`src/rtl/alu_seq_pkg.sv`:
```
// Shared opcode and FSM encodings for the sequenced ALU.
package alu_seq_pkg;

  localparam logic [3:0] OP_ADD  = 4'd0;
  localparam logic [3:0] OP_ADC  = 4'd1;
  localparam logic [3:0] OP_SUB  = 4'd2;
  localparam logic [3:0] OP_SBC  = 4'd3;
  localparam logic [3:0] OP_AND  = 4'd4;
  localparam logic [3:0] OP_OR   = 4'd5;
  localparam logic [3:0] OP_XOR  = 4'd6;
  localparam logic [3:0] OP_SLT  = 4'd7;
  localparam logic [3:0] OP_SLTU = 4'd8;
  localparam logic [3:0] OP_SLL  = 4'd9;
  localparam logic [3:0] OP_SRL  = 4'd10;
  localparam logic [3:0] OP_SRA  = 4'd11;

  localparam logic [1:0] S_IDLE  = 2'd0;
  localparam logic [1:0] S_SHIFT = 2'd1;
  localparam logic [1:0] S_DONE  = 2'd2;

  function automatic logic is_shift(input logic [3:0] op);
    return (op == OP_SLL) || (op == OP_SRL) || (op == OP_SRA);
  endfunction

endpackage

```
`src/rtl/alu_seq_core.sv`:
```
// Single-cycle slice: adder with carry/overflow, logic ops and compares.
// Shifts and illegal opcodes return zero here; the top handles shifts.
module alu_seq_core
  import alu_seq_pkg::*;
#(
  parameter int XLEN = 64
) (
  input  logic [3:0]      op,
  input  logic [XLEN-1:0] a,
  input  logic [XLEN-1:0] b,
  input  logic            cin_flag,
  output logic [XLEN-1:0] result,
  output logic            cflag,
  output logic            vflag
);

  logic [XLEN-1:0] b_eff;
  logic            cin;
  logic [XLEN:0]   sum;
  logic            add_c;
  logic            add_v;
  logic            add_n;
  logic            c_into_msb;

  // Operand conditioning: subtract-style ops invert B and pick the carry-in.
  always_comb begin
    b_eff = b;
    cin   = 1'b0;
    case (op)
      OP_ADC:                  cin = cin_flag;
      OP_SUB, OP_SLT, OP_SLTU: begin b_eff = ~b; cin = 1'b1;     end
      OP_SBC:                  begin b_eff = ~b; cin = cin_flag; end
      default: ;
    endcase
  end

  assign sum        = {1'b0, a} + {1'b0, b_eff} + {{XLEN{1'b0}}, cin};
  // Carry into the MSB recovered from the MSB sum bit and its two operands.
  assign c_into_msb = a[XLEN-1] ^ b_eff[XLEN-1] ^ sum[XLEN-1];
  assign add_c      = sum[XLEN];
  assign add_v      = add_c ^ c_into_msb;
  assign add_n      = sum[XLEN-1];

  // Result and flag selection per opcode.
  always_comb begin
    result = '0;
    cflag  = 1'b0;
    vflag  = 1'b0;
    case (op)
      OP_ADD, OP_ADC, OP_SUB, OP_SBC: begin
        result = sum[XLEN-1:0];
        cflag  = add_c;
        vflag  = add_v;
      end
      OP_AND: result = a & b;
      OP_OR:  result = a | b;
      OP_XOR: result = a ^ b;
      OP_SLT: begin
        result = {{(XLEN-1){1'b0}}, add_n ^ add_v};
        cflag  = add_c;
        vflag  = add_v;
      end
      OP_SLTU: begin
        result = {{(XLEN-1){1'b0}}, ~add_c};
        cflag  = add_c;
        vflag  = add_v;
      end
      default: ;
    endcase
  end

endmodule

```
`src/rtl/alu_seq.sv`:
```
// Handshaked ALU: one-cycle arithmetic/logic/compare, iterative shifter,
// registered result and flags held until consumed.
//
//   state   | meaning
//   --------+---------------------------------------------------------
//   S_IDLE  | no result held, ready for a new op
//   S_SHIFT | iterative shift in progress, busy_o high, not ready
//   S_DONE  | result presented on valid_o, ready only if consumed now
module alu_seq
  import alu_seq_pkg::*;
#(
  parameter  int XLEN = 64,
  parameter  int STEP = 1,
  localparam int SHW  = $clog2(XLEN)
) (
  input  logic            clk_i,
  input  logic            reset_i,
  input  logic            valid_i,
  output logic            ready_o,
  input  logic [3:0]      op_i,
  input  logic [XLEN-1:0] inA_i,
  input  logic [XLEN-1:0] inB_i,
  input  logic            cflag_i,
  output logic            valid_o,
  input  logic            ready_i,
  output logic [XLEN-1:0] out_o,
  output logic            cflag_o,
  output logic            vflag_o,
  output logic            zflag_o,
  output logic            busy_o
);

  localparam logic [SHW:0] STEP_W = (SHW+1)'(STEP);

  logic [1:0]      state;
  logic [XLEN-1:0] wreg;
  logic [SHW-1:0]  rem;
  logic [3:0]      sh_op;
  logic            fill;
  logic [XLEN-1:0] out_q;
  logic            c_q;
  logic            v_q;
  logic            z_q;

  logic            accept;
  logic [SHW-1:0]  amt_in;
  logic [XLEN-1:0] core_result;
  logic            core_c;
  logic            core_v;
  logic [SHW:0]    step_amt;
  logic [SHW-1:0]  rem_next;
  logic [XLEN-1:0] shifted;

  alu_seq_core #(.XLEN(XLEN)) u_core (
    .op       (op_i),
    .a        (inA_i),
    .b        (inB_i),
    .cin_flag (cflag_i),
    .result   (core_result),
    .cflag    (core_c),
    .vflag    (core_v)
  );

  assign ready_o = (state == S_IDLE) | ((state == S_DONE) & ready_i);
  assign valid_o = (state == S_DONE);
  assign busy_o  = (state == S_SHIFT);
  assign accept  = valid_i & ready_o;
  assign amt_in  = inB_i[SHW-1:0];

  assign out_o   = out_q;
  assign cflag_o = c_q;
  assign vflag_o = v_q;
  assign zflag_o = z_q;

  // One shifter step: move by min(STEP, remaining); SRA fills with the saved sign.
  always_comb begin
    step_amt = ({1'b0, rem} < STEP_W) ? {1'b0, rem} : STEP_W;
    rem_next = rem - step_amt[SHW-1:0];
    case (sh_op)
      OP_SLL:  shifted = wreg << step_amt;
      OP_SRL:  shifted = wreg >> step_amt;
      OP_SRA:  shifted = (wreg >> step_amt) |
                         (fill ? ~({XLEN{1'b1}} >> step_amt) : {XLEN{1'b0}});
      default: shifted = wreg;
    endcase
  end

  // FSM, shifter working registers and the held result/flags.
  always_ff @(posedge clk_i) begin
    if (reset_i) begin
      state <= S_IDLE;
      wreg  <= '0;
      rem   <= '0;
      sh_op <= OP_ADD;
      fill  <= 1'b0;
      out_q <= '0;
      c_q   <= 1'b0;
      v_q   <= 1'b0;
      z_q   <= 1'b0;
    end else begin
      case (state)
        S_IDLE, S_DONE: begin
          if (accept) begin
            if (is_shift(op_i) && (amt_in != '0)) begin
              state <= S_SHIFT;
              wreg  <= inA_i;
              rem   <= amt_in;
              sh_op <= op_i;
              fill  <= inA_i[XLEN-1];
            end else if (is_shift(op_i)) begin
              // Shift by zero passes A straight through.
              state <= S_DONE;
              out_q <= inA_i;
              c_q   <= 1'b0;
              v_q   <= 1'b0;
              z_q   <= (inA_i == '0);
            end else begin
              state <= S_DONE;
              out_q <= core_result;
              c_q   <= core_c;
              v_q   <= core_v;
              z_q   <= (core_result == '0);
            end
          end else if ((state == S_DONE) && ready_i) begin
            state <= S_IDLE;
          end
        end
        S_SHIFT: begin
          wreg <= shifted;
          rem  <= rem_next;
          if (rem_next == '0) begin
            state <= S_DONE;
            out_q <= shifted;
            c_q   <= 1'b0;
            v_q   <= 1'b0;
            z_q   <= (shifted == '0);
          end
        end
        default: state <= S_IDLE;
      endcase
    end
  end

endmodule

```
`config.mk`:
```
export PLATFORM = sky130hd
export DESIGN_NAME = alu_seq
export DESIGN_NICKNAME = d
export VERILOG_FILES = /design/src/rtl/alu_seq_pkg.sv /design/src/rtl/alu_seq_core.sv /design/src/rtl/alu_seq.sv
export SDC_FILE = /design/constraint.sdc
export NUM_CORES = 1
export LEC_CHECK = 0
export ABC_AREA = 1
export CAP_MARGIN = 20
export CELL_PAD_IN_SITES_DETAIL_PLACEMENT = 0
export CELL_PAD_IN_SITES_GLOBAL_PLACEMENT = 1
export CORE_AREA = 2 2 149 297
export DETAILED_ROUTE_END_ITERATION = 7
export DIE_AREA = 0 0 151 299
export PLACE_DENSITY_LB_ADDON = 0.15
export SETUP_SLACK_MARGIN = 0.2
export SYNTH_ARGS = -nofsm -noshare
export SYNTH_HDL_FRONTEND = slang
export SYNTH_SLANG_ARGS = --single-unit
export TNS_END_PERCENT = 1
```
`constraint.sdc`:
```
create_clock -name clk_i -period 12.1 [get_ports clk_i]
set_input_delay 2.42 -clock clk_i [delete_from_list [all_inputs] [get_ports clk_i]]
set_output_delay 2.42 -clock clk_i [all_outputs]
set_load 0.005 [all_outputs]
```
# Yosys cells after proc, flatten, opt, wreduce, memory -nomap -nowiden
# Index checks and enable logic that the tools add are counted.
# totals
out_inout_bits	70
latch_bits	0
romBits	0
ram_bits	0
reg_bits	144
memories	0
wordCells	111
# classes
n_eq_ne	21
div_mod_pow	0
n_mul	0
magnitude_cmp	1
n_mux	38
n_shift	3
bitwise	14
n_reduce_logical	22
add_sub_neg	3
# ops
operator	n
$mux W64	8
$pmux W64 S6	1
$pmux W64 S2	2
$logic_not A64 Y1	3
$pmux W64 S3	1
$not A64 Y64	2
$or A64 B64 Y64	2
$add A64 B64 Y65	1
$add A65 B1 Y65	1
$and A64 B64 Y64	1
$shl A64 B6 Y64	1
$shr A64 B6 Y64	1
$shr A64 B6 Y64 const A	1
$xor A64 B64 Y64	1
$eq A4 B4 Y1 const B	7
$mux W6	3
$eq A4 B3 Y1 const B	4
$mux W1	13
$pmux W6 S2	1
$eq A4 B2 Y1 const B	2
$mux W2	4
$pmux W1 S2	4
$reduce_or A4 Y1	2
$logic_not A6 Y1	1
other kinds (25)	35

# Longest topological paths before layout
# Gate-level depths: netlist of run 1.
# depth
ltp_word	14
depth_mapped	32
depth_no_buf	31

# Cells and area by module
# From an unflattened synthesis of run 1, not the netlist that was laid out.
# unflattened
hier_cells	3265
hier_area_um2	18796.8
# by_module_without_submodules
mod	cells_each	area_each_um2	n_inst
alu_seq_core	1840	9890.7	1
alu_seq	1425	8906.0	1

# Worst setup path after synthesis of run 1
# OpenSTA, ideal clock, no wires.
# synth_timing
path_kind	input-to-reg
start	input port op_i[2]
end	register z_q (netlist: zflag_o)
path_slack_ps	6261
cell_stages	29
t_arrival_ps	5773
setup_ps	66
t_required_ps	12034
cell_sequence	nor2_1 > buf_2 > clkbuf_8 > inv_1 > nand2_1 > o21ai_0 > buf_1 > xor2_1 > fa_1 > fa_1 > nand2_1 > nand2_1 > nand3_1 > nand2_1 > nand2_1 > nand2_1 > o21ai_0 > nor2_1 > nor2_1 > nand2_1 > nor2_1 > nand2_1 > nor2_1 > nand2_1 > nor2_1 > nand3_1 > o21bai_2 > nand2_1 > a21oi_2
# synth_via
elab_chain_cells	14
elab_cells_between_ends	36
# synth_lines
item	line_no	source
start, declared	alu_seq.sv:20	input logic [3:0] op_i,
$eq A4 B2 Y1, or another cell as far along	alu_seq_core.sv:29, alu_seq_core.sv:49	
$reduce_or A4 Y1 (no line)	-	
$mux W64	-	
$add A64 B64 Y65	alu_seq_core.sv:37	assign sum = {1'b0, a} + {1'b0, b_eff} + {{XLEN{1'b0}}, cin};
$add A65 B1 Y65	alu_seq_core.sv:37	
$xor A1 B1 Y1	alu_seq_core.sv:39	assign c_into_msb = a[XLEN-1] ^ b_eff[XLEN-1] ^ sum[XLEN-1];
$xor A1 B1 Y1	alu_seq_core.sv:41	assign add_v = add_c ^ c_into_msb;
$xor A1 B1 Y1	alu_seq_core.sv:59	result = {{(XLEN-1){1'b0}}, add_n ^ add_v};
$pmux W64 S6	alu_seq_core.sv:49	case (op)
$logic_not A64 Y1	alu_seq.sv:122	z_q <= (core_result == '0);
$mux W1	alu_seq.sv:110	end else if (is_shift(op_i)) begin
$mux W1	alu_seq.sv:104	if (is_shift(op_i) && (amt_in != '0)) begin
$mux W1	alu_seq.sv:103	if (accept) begin
$pmux W1 S2	alu_seq.sv:101	case (state)
end signal, assigned	alu_seq.sv:116	z_q <= (inA_i == '0);
end signal, assigned	alu_seq.sv:122	
end signal, assigned	alu_seq.sv:136	z_q <= (shifted == '0);
end, declared	alu_seq.sv:43	logic z_q;
# Parallel ways exist; a longest one is shown, timed or not. The select of a mux whose other input is x is not followed.
# A chain may end at the register's enable or synchronous reset.

# Final worst setup path of run 1
# layout_timing
start	input port op_i[1]
end	register z_q (netlist: zflag_o)
# Same word-level chain as after synthesis.

==> results.rst, run 1 <==
.. list-table::
   :header-rows: 1

   * - Metric
     - Value
   * - Clock edge transition at the registers on the reported setup and hold paths
     - 0.06 ns
   * - Element type at the critical path end
     - flop
   * - Number of warnings printed during yosys synthesis
     - 0
   * - Starting density of the core
     - 0.434
   * - Number of design rule violations left after detail routing
     - 1
   * - Distinct cell type count after synthesis
     - 53
   * - Minimum clock period
     - 7.64 ns
   * - Total design power
     - 2.13 mW
   * - Initial antenna violation count
     - 0
   * - Worst Max-Slew Pin Slew
     - 0.975 ns
   * - Boundary pin count
     - 207
   * - Destination of the worst hold path
     - sh_op[2]
   * - Diodes inserted
     - 0
   * - Failing checks
     - DRC
   * - Die area
     - 45100 µm²
   * - Kind of start point of the critical path
     - input port
   * - Origin of the worst min-delay path
     - sh_op[2]
   * - DRT iter0 DRCs
     - 1823
   * - IR Drop Worst-Case VDD
     - 0.0905 mV
   * - Root buffer cell
     - sky130_fd_sc_hd__clkbuf_16
   * - Result of the run
     - complete, but fails checks
   * - Portion of the post-synthesis area used by sequential elements
     - 0.155
   * - Top cells by area, synth
     - sky130_fd_sc_hd__nand2_1 19%, sky130_fd_sc_hd__dfxtp_1 15%, sky130_fd_sc_hd__ha_1 13%
   * - Post-route clock skew
     - 0.0102 ns
   * - Number of port buffers
     - 206
   * - Synthesized area
     - 18600 µm²
   * - Total congestion overflow after global routing
     - 0
   * - Count of nets left with antenna violations after detail routing
     - 0
   * - Pin count of the biggest net entering global routing
     - 90
   * - Number of levels the H-tree was split into
     - 4
   * - Met3 track demand over resource in global routing
     - 0.0351
   * - Number of enable flip-flop cells after synthesis
     - 0
   * - Number of clock sinks
     - 144
   * - Number of buffers created by CTS
     - 17
   * - Worst reg2reg setup slack
     - 7.76 ns
   * - Total negative setup slack
     - 0 ns
   * - Global-route wire length before repair
     - 122000 µm
   * - Number of storage elements in the synthesis netlist
     - 144
   * - Relative slew slack
     - 0.350
   * - Leakage
     - 10.8 nW
   * - Max-cap violation count
     - 0
   * - Number of iterations in the first detailed-routing pass
     - 8
   * - Area Overhead vs Synth
     - 15.9%
   * - Width of the die
     - 151 µm
   * - Number of cells on the worst hold path
     - 2
   * - Depth of the worst register-to-register path
     - 18
   * - Average wire length per cell after detail routing
     - 21.3 µm
   * - Final cycle utilization of the critical path
     - 0.631
   * - Placed wire-length estimate
     - 65600 µm
   * - CP Data Arrival Time
     - 8.02 ns
   * - Total via count in the routed design
     - 21.5k
   * - Terminus of the critical flop-to-flop path
     - zflag_o
   * - Number of placement rows
     - 108
   * - RSZ-0062 raised after global routing
     - no
   * - Nets in the synthesized netlist
     - 3531
   * - Reg-to-reg startpoint
     - sh_op[1]
   * - Final Max Tran Viols
     - 0
   * - Via count of the first global-routing pass
     - 20.2k
   * - Total global routing track utilization
     - 0.360
   * - Core Footprint
     - 43000 µm²
   * - Worst-path fanout max
     - 43
   * - Required time at the worst-slack endpoint
     - 12.48 ns
   * - Number of resized instances in the post-cts repair step
     - 0
   * - Die height
     - 299 µm
   * - Power per unit of standard cell area
     - 98.5 nW/µm²
   * - Layer with the highest usage after global routing
     - met2
   * - Ratio of routed vias to standard cells
     - 5.54
   * - Count of mapped cells out of synthesis
     - 3200
   * - Average size of a mapped cell
     - 5.82 µm²
   * - Share of layout cells above drive strength 1
     - 0.0531
   * - Maximum clock path buffer count
     - 2
   * - Met2 layer usage reported by global route
     - 0.603
   * - Count of endpoints failing hold in the final timing report
     - 0
   * - Yosys top cell by area
     - sky130_fd_sc_hd__nand2_1
   * - Highest clock rate
     - 131 MHz
   * - Worst hold-check path type
     - flop to flop
   * - Asr flop ratio synth
     - 0
   * - Cts hold-fix bufs
     - 0
   * - Buffer count from post-CTS setup fixing
     - 0
   * - Met1 Track Usage GR
     - 0.458
   * - Layout Nets
     - 3651
   * - Share of the synthesized area in the top cell type
     - 0.186
   * - Final setup violation count
     - 0
   * - Sum of routed wire length over all layers
     - 82700 µm
   * - Skew-Pair Late Insertion Delay
     - 0.45 ns
   * - RD Place Congestion
     - 1.01
   * - CTS tree
     - built
   * - Most used flip-flop cell after synthesis
     - sky130_fd_sc_hd__dfxtp_1
   * - Type of the worst setup path
     - input port to flop
## cells in the mapped netlist, types with 3 or more instances
cell	number
sky130_fd_sc_hd__nand2_1	925
sky130_fd_sc_hd__inv_1	532
sky130_fd_sc_hd__nor2_1	291
sky130_fd_sc_hd__ha_1	192
sky130_fd_sc_hd__nand3_1	163
sky130_fd_sc_hd__o21ai_0	159
sky130_fd_sc_hd__dfxtp_1	144
sky130_fd_sc_hd__a31oi_1	118
sky130_fd_sc_hd__a21oi_1	115
sky130_fd_sc_hd__xor2_1	66
sky130_fd_sc_hd__a221oi_1	62
sky130_fd_sc_hd__clkbuf_1	62
sky130_fd_sc_hd__buf_2	44
sky130_fd_sc_hd__or2_2	38
sky130_fd_sc_hd__nand2_2	29
sky130_fd_sc_hd__nand4_1	27
sky130_fd_sc_hd__o221ai_1	26
sky130_fd_sc_hd__nand3b_1	25
sky130_fd_sc_hd__nor2_2	23
sky130_fd_sc_hd__nor3_1	22
sky130_fd_sc_hd__nor4_1	18
sky130_fd_sc_hd__a22oi_1	16
sky130_fd_sc_hd__inv_2	12
sky130_fd_sc_hd__o21bai_1	11
sky130_fd_sc_hd__nand3_2	7
sky130_fd_sc_hd__o22ai_1	7
sky130_fd_sc_hd__buf_1	6
sky130_fd_sc_hd__and2_1	5
sky130_fd_sc_hd__buf_4	5
sky130_fd_sc_hd__o211ai_1	5
sky130_fd_sc_hd__or2_1	5
sky130_fd_sc_hd__buf_6	4
sky130_fd_sc_hd__o21ai_1	4
sky130_fd_sc_hd__a32oi_1	3
sky130_fd_sc_hd__o211a_1	3
## cell usage in the layout, fill, tap and decap left out, types with 5 or more instances in the layout
master                            instances
sky130_fd_sc_hd__nand3_1                163
sky130_fd_sc_hd__inv_2                   14
sky130_fd_sc_hd__nand4_1                 27
sky130_fd_sc_hd__a22oi_1                 16
sky130_fd_sc_hd__buf_4                   19
sky130_fd_sc_hd__o21ai_0                158
sky130_fd_sc_hd__nor2_4                  10
sky130_fd_sc_hd__o21bai_1                11
sky130_fd_sc_hd__nor4_1                  18
sky130_fd_sc_hd__o211ai_1                 5
sky130_fd_sc_hd__or2_2                   38
sky130_fd_sc_hd__or2_1                    5
sky130_fd_sc_hd__a21oi_1                115
sky130_fd_sc_hd__clkbuf_16               17
sky130_fd_sc_hd__ha_1                   192
sky130_fd_sc_hd__nand3b_1                25
sky130_fd_sc_hd__a221oi_1                62
sky130_fd_sc_hd__dfxtp_1                144
sky130_fd_sc_hd__a31oi_1                118
sky130_fd_sc_hd__o22ai_1                  7
sky130_fd_sc_hd__clkdlybuf4s50_1        205
sky130_fd_sc_hd__nand3_2                  7
sky130_fd_sc_hd__nor2_2                  19
sky130_fd_sc_hd__inv_1                  529
sky130_fd_sc_hd__and2_1                   5
sky130_fd_sc_hd__nor2_1                 287
sky130_fd_sc_hd__nand2_1                925
sky130_fd_sc_hd__nand2_2                 29
sky130_fd_sc_hd__clkbuf_8                 5
sky130_fd_sc_hd__nor3_1                  22
sky130_fd_sc_hd__o221ai_1                26
sky130_fd_sc_hd__xor2_1                  66
## logic make-up after synthesis
kind of cell | share of synthesized area
AOI/OAI and AO/OA | 0.178
xor gates and xnor gates | 0.0310
adders and majority gates | 0.131
buffers and inverters | 0.142
DFF | 0.155
and+or+nand+nor | 0.363
## worst max-delay path: stages
cell                              delay [ns]
sky130_fd_sc_hd__clkdlybuf4s50_1        0.61
sky130_fd_sc_hd__inv_2                  0.10
sky130_fd_sc_hd__nand2_2                0.12
sky130_fd_sc_hd__nor2_1                 0.10
sky130_fd_sc_hd__nor2_1                 0.14
sky130_fd_sc_hd__nand2_1                0.11
sky130_fd_sc_hd__o21ai_4                0.07
sky130_fd_sc_hd__buf_4                  0.62
sky130_fd_sc_hd__buf_4                  0.48
sky130_fd_sc_hd__xor2_1                 0.13
sky130_fd_sc_hd__ha_1                   0.42
sky130_fd_sc_hd__a21oi_1                0.29
sky130_fd_sc_hd__o21ai_0                0.19
sky130_fd_sc_hd__a21oi_1                0.26
sky130_fd_sc_hd__nand2_1                0.09
sky130_fd_sc_hd__a21oi_1                0.53
sky130_fd_sc_hd__nand3_1                0.14
sky130_fd_sc_hd__nand3_1                0.12
sky130_fd_sc_hd__nand2_1                0.17
sky130_fd_sc_hd__nor2_1                 0.16
sky130_fd_sc_hd__nand2_1                0.06
sky130_fd_sc_hd__nor2_1                 0.16
sky130_fd_sc_hd__nand3_1                0.10
sky130_fd_sc_hd__o21bai_2               0.11
sky130_fd_sc_hd__nand2_1                0.08
sky130_fd_sc_hd__a21oi_2                0.13
## stage by stage
| step | utilization | setup WS (ns) | std cells | cell area (µm²) | hold WS, ns |
|---|---|---|---|---|---|
| 2_1_floorplan | - | 6.26 | 3200 | 18600 | 0.424 |
| 3_3_place_gp | 0.488 | 4.08 | 3851 | 21000 | 0.434 |
| 3_5_place_dp | 0.488 | 4.10 | 3851 | 21000 | 0.450 |
| 4_1_cts | 0.502 | 4.55 | 3883 | 21600 | 0.459 |
| 5_1_grt | 0.502 | 4.30 | 3883 | 21600 | 0.493 |
| 6_report | 0.502 | 4.46 | 3883 | 21600 | 0.453 |
## report_power, final
group	switching, mW	leakage, nW	internal (mW)
Sequential	0.0261	1.18	0.511
Clock	0.215	0.292	0.331
Combinational	0.692	9.29	0.352
## worst max path at each step
stage / slack [ns] / to / depth (start not counted) / start
detailed placement: 4.10 / zflag_o / 26 / op_i[1]
finish: 4.46 / zflag_o / 26 / op_i[1]
floorplan: 6.26 / zflag_o / 29 / op_i[2]
CTS: 4.55 / zflag_o / 26 / op_i[1]
global placement: 4.08 / zflag_o / 26 / op_i[1]
global route: 4.30 / zflag_o / 26 / op_i[1]
## cell type report
class	instances	area, µm²
clock buffer	24	502
clock inverter	8	103
fill	4685	21400
inverter	546	2050
multi-input combinational	2386	13200
sequential	144	2880
tap	550	688
timing repair buffer	225	2200
## registers in the layout, summed over array words and instances (netlist names)
name / count
zflag_o: 1
vflag_o: 1
out_o: 64
wreg: 64
rem: 6
fill: 1
cflag_o: 1
state: 2
sh_op: 4
## layer usage
layer	routed length, µm	vias up
met5	0	-
met4	4280	0
met3	5320	143
met2	39200	861
met1	33900	9894
li1	-	10600
Power figures use the tool's default switching activity.
==> run 2: changes to the inputs <==
--- a/config.mk
+++ b/config.mk
@@ -9,9 +9,9 @@
 export CAP_MARGIN = 20
 export CELL_PAD_IN_SITES_DETAIL_PLACEMENT = 0
 export CELL_PAD_IN_SITES_GLOBAL_PLACEMENT = 1
-export CORE_AREA = 2 2 149 297
+export CORE_AREA = 2 2 156 311
 export DETAILED_ROUTE_END_ITERATION = 7
-export DIE_AREA = 0 0 151 299
+export DIE_AREA = 0 0 158 313
 export PLACE_DENSITY_LB_ADDON = 0.15
 export SETUP_SLACK_MARGIN = 0.2
 export SYNTH_ARGS = -nofsm -noshare
==> constraint.sdc (replaced) <==
create_clock -name clk_i -period 7.3 [get_ports clk_i]
set_input_delay 1.46 -clock clk_i [delete_from_list [all_inputs] [get_ports clk_i]]
set_output_delay 1.46 -clock clk_i [all_outputs]
set_load 0.005 [all_outputs]
==> run 2 against run 1 <==
Against the previous run:
- the run now ends clean
- core utilization down 4.0 points
- routed wire length up 3.4%
- via count up 1.1%
- critical path depth up 1
- flip-flop and latch count unchanged
- global-route usage down 2.2 points
- sequential share of layout area down 0.17 points
==> results.rst, run 2 (synthesized netlist as in run 1, its figures left out) <==
.. list-table::
   :header-rows: 1

   * - Metric
     - Value
   * - Number of buffers created by CTS
     - 17
   * - Number of placement rows
     - 113
   * - Relative slew slack
     - 0.368
   * - Total global routing track utilization
     - 0.339
   * - Leading cell type in the layout, fill and taps excluded
     - sky130_fd_sc_hd__nand2_1
   * - Number of iterations in the first detailed-routing pass
     - 6
   * - Number of levels the H-tree was split into
     - 4
   * - Result of the run
     - finished clean
   * - Worst Max-Slew Pin Slew
     - 0.949 ns
   * - Number of non-filler instances in the completed layout
     - 3981
   * - Switching part of the total power
     - 0.433
   * - RD Place Congestion
     - 0.983
   * - Layout Nets
     - 3668
   * - Reg-to-reg startpoint
     - sh_op[1]
   * - Total via count in the routed design
     - 21.7k
   * - Number of clock sinks
     - 144
   * - Area Overhead vs Synth
     - 17.3%
   * - Terminus of the critical flop-to-flop path
     - zflag_o
   * - Clock edge transition at the registers on the reported setup and hold paths
     - 0.06 ns
   * - DP Cell Count
     - 3950
   * - Average wire length per cell after detail routing
     - 21.5 µm
   * - Final cycle utilization of the critical path
     - 0.896
   * - Sum of routed wire length over all layers
     - 85500 µm
   * - Leakage
     - 10.9 nW
   * - Highest clock rate
     - 153 MHz
   * - Buf/Inv on CP
     - 4
   * - Fraction of power consumed by combinational cells
     - 0.487
   * - Skew-Pair Late Insertion Delay
     - 0.44 ns
   * - Category of cells accounting for the largest share of critical-path delay
     - simple AND/OR/NAND/NOR gates
   * - Highest cell delay on the worst timing path
     - 0.63 ns
   * - Required time at the worst-slack endpoint
     - 7.67 ns
   * - Most used cells in the layout excluding fill and tap cells
     - 925 x sky130_fd_sc_hd__nand2_1, 529 x sky130_fd_sc_hd__inv_1, 287 x sky130_fd_sc_hd__nor2_1, 205 x sky130_fd_sc_hd__clkdlybuf4s50_1, 192 x sky130_fd_sc_hd__ha_1
   * - Diodes inserted
     - 0
   * - Kind of start point of the critical path
     - input port
   * - Number of port buffers
     - 206
   * - Buffer count from post-CTS setup fixing
     - 0
   * - Post-route clock skew
     - 0.00883 ns
   * - Starting density of the core
     - 0.395
   * - Ratio of routed vias to standard cells
     - 5.46
   * - Origin of the worst min-delay path
     - sh_op[2]
   * - Total negative setup slack
     - 0 ns
   * - Net Switching
     - 1.55 mW
   * - Worst-path fanout max
     - 44
   * - Element type at the critical path end
     - flop
   * - Cts hold-fix bufs
     - 0
   * - Number of cells on the worst hold path
     - 2
   * - Minimum clock period
     - 6.54 ns
   * - Type of the worst setup path
     - input port to flop
   * - Count of endpoints failing hold in the final timing report
     - 0
   * - Number of logic stages on the critical path including buffering
     - 27
   * - Initial antenna violation count
     - 0
   * - Pin count of the biggest net entering global routing
     - 92
   * - Placed wire-length estimate
     - 68000 µm
   * - Part of the power in the clock network
     - 0.264
   * - CP Data Arrival Time
     - 6.91 ns
   * - Die height
     - 313 µm
   * - Die area
     - 49500 µm²
   * - Core Footprint
     - 47200 µm²
   * - Via count of the first global-routing pass
     - 20.3k
   * - Power per unit of standard cell area
     - 164 nW/µm²
   * - IR Drop Worst-Case VDD
     - 0.186 mV
   * - Share of layout cells above drive strength 1
     - 0.0579
   * - Width of the die
     - 158 µm
   * - Total congestion overflow after global routing
     - 0
   * - Boundary pin count
     - 207
   * - Most used cell along the critical path
     - sky130_fd_sc_hd__nand2_1
   * - Root buffer cell
     - sky130_fd_sc_hd__clkbuf_16
   * - RSZ-0062 raised after global routing
     - no
   * - Count of nets left with antenna violations after detail routing
     - 0
   * - Global-route wire length before repair
     - 125000 µm
   * - Depth of the worst register-to-register path
     - 18
   * - Number of resized instances in the post-cts repair step
     - 0
   * - Worst reg2reg setup slack
     - 3.30 ns
   * - Final Max Tran Viols
     - 0
   * - Final setup violation count
     - 0
   * - Sequential share of power
     - 0.248
   * - Maximum clock path buffer count
     - 2
   * - Number of design rule violations left after detail routing
     - 0
   * - Slowest cell on the critical path
     - sky130_fd_sc_hd__clkdlybuf4s50_1
   * - Worst hold-check path type
     - flop to flop
   * - CTS tree
     - built
   * - Internal cell power
     - 2.03 mW
   * - DRT iter0 DRCs
     - 1960
   * - Max-cap violation count
     - 0
   * - Hold_ws
     - 0.447 ns
   * - Destination of the worst hold path
     - sh_op[2]
run 2: worst max path at each step:
stage | startpoint | end | slack, ns
finish | op_i[1] | zflag_o | 0.76
global placement | op_i[3] | zflag_o | 0.35
floorplan | op_i[2] | zflag_o | 2.42
global route | op_i[3] | zflag_o | 0.57
CTS | op_i[3] | zflag_o | 0.87
detailed placement | op_i[1] | zflag_o | 0.42
run 2: power by group through the flow:
stage / Sequential, mW / Clock, mW / Combinational, mW
after global placement: 0.903 / 0 / 1.71
after floorplan: 0.895 / 0 / 1.05
final: 0.888 / 0.946 / 1.74
after detailed placement: 0.903 / 0 / 1.71
after CTS: 0.887 / 0.956 / 1.72
after global routing: 0.893 / 0.986 / 1.92
run 2: layout make-up:
class,instances,area [µm²]
clock inverters,10,159
clock buffers,21,460
repair buffers,242,2350
flip-flops and latches,144,2880
inverters,546,2050
fillers,5296,25400
multi-input cells,2386,13200
well taps,632,791
run 2: layer usage:
layer / vias to the layer above / GRT usage / wire length [µm]
met5: - / 0 / 0
met4: 0 / 0.146 / 4090
met3: 143 / 0.0195 / 4850
met2: 878 / 0.565 / 40200
met1: 10100 / 0.448 / 36400
li1: 10600 / - / -
run 2: through the flow:
step,setup WS (ns),instance area [µm²],power [mW],util
floorplan,2.42,18600,1.94,-
global placement,0.350,21200,2.61,0.449
detailed placement,0.423,21200,2.61,0.450
CTS,0.872,21900,3.56,0.463
global route,0.567,21900,3.80,0.463
finish,0.757,21900,3.58,0.463
run 2: worst reg2reg max path, delay by kind of cell, from the launching register on:
kind,cells,cell delay [ns]
buf+inv,6,1.74
compound gates,2,0.36
simple gates,10,1.46
flops,1,0.37
==> run 3: changes to the inputs <==
==> constraint.sdc (replaced) <==
create_clock -name clk_i -period 6.15 [get_ports clk_i]
set_input_delay 1.23 -clock clk_i [delete_from_list [all_inputs] [get_ports clk_i]]
set_output_delay 1.23 -clock clk_i [all_outputs]
set_load 0.005 [all_outputs]
==> run 3 against run 2 <==
Against the previous run:
- sequential power is 18% higher
- non-clock buffer count rose by 127
- highest routed layer unchanged
- largest cell class unchanged
- flip-flop and latch count did not move
- die area unchanged
- core utilization is 2.0 points higher
- clock-buffer cell count unchanged
- cell count increased by 3.2%
- power up 20%
- sequential share of layout area down 0.55 points
- routed wire length is 0.45% lower
==> results.rst, run 3 (synthesized netlist as in run 1, its figures left out) <==
.. list-table::
   :header-rows: 1

   * - Metric
     - Value
   * - Initial antenna violation count
     - 1
   * - Sum of routed wire length over all layers
     - 85100 µm
   * - Number of iterations in the first detailed-routing pass
     - 6
   * - Via count of the first global-routing pass
     - 20.6k
   * - Number of clock sinks
     - 144
   * - Category of cells accounting for the largest share of critical-path delay
     - simple AND/OR/NAND/NOR gates
   * - Die height
     - 313 µm
   * - Cts hold-fix bufs
     - 0
   * - Final cycle utilization of the critical path
     - 0.903
   * - Pin count of the biggest net entering global routing
     - 125
   * - Result of the run
     - finished clean
   * - Worst-path fanout max
     - 22
   * - RD Place Congestion
     - 0.991
   * - Buffer count from post-CTS setup fixing
     - 0
   * - Final setup violation count
     - 0
   * - Type of the worst setup path
     - input port to flop
   * - Buf/Inv on CP
     - 6
   * - Destination of the worst hold path
     - sh_op[2]
   * - Global-route wire length before repair
     - 126000 µm
   * - Worst setup path startpoint
     - op_i[2]
   * - Multi-input combinational cell area
     - 13200 µm²
   * - Total global routing track utilization
     - 0.339
   * - Terminus of the critical flop-to-flop path
     - zflag_o
   * - Most used cells in the layout excluding fill and tap cells
     - 925 x sky130_fd_sc_hd__nand2_1, 529 x sky130_fd_sc_hd__inv_1, 287 x sky130_fd_sc_hd__nor2_1, 205 x sky130_fd_sc_hd__clkdlybuf4s50_1, 192 x sky130_fd_sc_hd__ha_1
   * - Power per unit of standard cell area
     - 187 nW/µm²
   * - Leakage
     - 11.4 nW
   * - Total via count in the routed design
     - 22.0k
   * - RSZ-0062 raised after global routing
     - no
   * - Number of placement rows
     - 113
   * - Number of levels the H-tree was split into
     - 4
   * - Layout Nets
     - 3795
   * - Relative slew slack
     - 0.365
   * - Number of cells on the worst hold path
     - 2
   * - Fill cell count
     - 5259
   * - CP Data Arrival Time
     - 5.93 ns
   * - Pre-CTS setup slack
     - 0.0652 ns
   * - Ratio of routed vias to standard cells
     - 5.35
   * - Average wire length per cell after detail routing
     - 20.7 µm
   * - Depth of the worst register-to-register path
     - 17
   * - Total negative setup slack
     - 0 ns
   * - Root buffer cell
     - sky130_fd_sc_hd__clkbuf_16
   * - Width of the die
     - 158 µm
   * - Number of resized instances in the post-cts repair step
     - 0
   * - Count of nets left with antenna violations after detail routing
     - 0
   * - Reg-to-reg startpoint
     - sh_op[0]
   * - Share of layout cells above drive strength 1
     - 0.0929
   * - Slowest cell on the critical path
     - sky130_fd_sc_hd__clkdlybuf4s50_1
   * - Worst Slack Setup Final
     - 0.595 ns
   * - Required time at the worst-slack endpoint
     - 6.52 ns
   * - IR Drop Worst-Case VDD
     - 0.220 mV
   * - Leading cell type in the layout, fill and taps excluded
     - sky130_fd_sc_hd__nand2_1
   * - Worst Max-Slew Pin Slew
     - 0.950 ns
   * - Number of port buffers
     - 206
   * - Core Footprint
     - 47200 µm²
   * - Origin of the worst min-delay path
     - sh_op[2]
   * - Minimum clock period
     - 5.55 ns
   * - Most used cell along the critical path
     - sky130_fd_sc_hd__nand2_1
   * - Number of buffers created by CTS
     - 17
   * - Number of design rule violations left after detail routing
     - 0
   * - Count of endpoints failing hold in the final timing report
     - 0
   * - Total congestion overflow after global routing
     - 0
   * - Worst hold-check path type
     - flop to flop
   * - Sequential Area
     - 2880 µm²
   * - Final Max Tran Viols
     - 0
   * - Skew-Pair Late Insertion Delay
     - 0.44 ns
   * - Maximum clock path buffer count
     - 2
   * - Starting density of the core
     - 0.395
   * - Kind of start point of the critical path
     - input port
   * - Die area
     - 49500 µm²
   * - CTS tree
     - built
   * - DRT iter0 DRCs
     - 1864
   * - Post-route clock skew
     - 0.00894 ns
   * - Max-cap violation count
     - 0
   * - Boundary pin count
     - 207
   * - Highest clock rate
     - 180 MHz
   * - Placed wire-length estimate
     - 68900 µm
   * - Clock edge transition at the registers on the reported setup and hold paths
     - 0.06 ns
   * - Highest cell delay on the worst timing path
     - 0.58 ns
   * - Worst reg2reg setup slack
     - 2.09 ns
   * - Area Overhead vs Synth
     - 22.4%
   * - Element type at the critical path end
     - flop
[run 3: cell count changes in the layout (fill, tap and decap cells not counted), sizes merged]
cell      delta
bufinv       -3
diode        +1
buf        +127
clkinv       -3
clkinvlp     +6
inv          +1
[run 3: layer usage]
| metal | global-route usage | part of all wire | vias up |
|---|---|---|---|
| met5 | 0 | 0 | - |
| met2 | 0.561 | 0.47 | 841 |
| met3 | 0.0217 | 0.053 | 143 |
| met4 | 0.161 | 0.054 | 0 |
| met1 | 0.444 | 0.42 | 10100 |
| li1 | - | - | 10900 |
[run 3: worst reg2reg max path, cell delays in order (launching register included)]
cell                      delay, ns
sky130_fd_sc_hd__dfxtp_1       0.45
sky130_fd_sc_hd__inv_1         0.07
sky130_fd_sc_hd__nor2_1        0.16
sky130_fd_sc_hd__nor2_2        0.05
sky130_fd_sc_hd__buf_4         0.24
sky130_fd_sc_hd__inv_2         0.24
sky130_fd_sc_hd__nand2_2       0.41
sky130_fd_sc_hd__inv_2         0.73
sky130_fd_sc_hd__o21ai_0       0.25
sky130_fd_sc_hd__nor2_1        0.16
sky130_fd_sc_hd__nand2_1       0.07
sky130_fd_sc_hd__nor4_1        0.20
sky130_fd_sc_hd__nand2_1       0.08
sky130_fd_sc_hd__nor2_1        0.40
sky130_fd_sc_hd__nand3_1       0.17
sky130_fd_sc_hd__nand2_1       0.10
sky130_fd_sc_hd__inv_1         0.08
sky130_fd_sc_hd__a21oi_2       0.12
[run 3: worst max path at each step]
stage / endpoint / slack, ns / cells after the start
6_report: zflag_o / 0.60 / 28
5_1_grt: zflag_o / 0.26 / 28
4_1_cts: zflag_o / 0.50 / 28
3_5_place_dp: zflag_o / 0.07 / 28
3_3_place_gp: zflag_o / 0.05 / 28
2_1_floorplan: zflag_o / 1.50 / 29
[run 3: report_power, final]
part / internal [mW] / total (mW) / switching (mW)
clock network: 0.579 / 1.02 / 0.438
registers: 1.01 / 1.05 / 0.0478
logic: 0.820 / 2.20 / 1.38
[run 3: layout make-up]
cell class | count | share of cell area
diodes | 1 | 0.000110
clock buffers | 21 | 0.0202
clock inverters | 11 | 0.00472
inverters | 546 | 0.0899
multi-input cells | 2386 | 0.577
flip-flops and latches | 144 | 0.126
well taps | 632 | 0.0347
repair buffers | 369 | 0.147
[run 3: through the flow]
| step | hold slack, ns | cell area (µm²) | total power, mW | cells | util |
|---|---|---|---|---|---|
| 6_report | 0.449 | 22800 | 4.27 | 4110 | 0.483 |
| 5_1_grt | 0.487 | 22800 | 4.55 | 4110 | 0.483 |
| 4_1_cts | 0.448 | 22800 | 4.26 | 4109 | 0.483 |
| 3_5_place_dp | 0.438 | 22200 | 3.24 | 4077 | 0.471 |
| 3_3_place_gp | 0.434 | 22200 | 3.23 | 4077 | 0.471 |
| 2_1_floorplan | 0.424 | 18600 | 2.30 | 3200 | - |
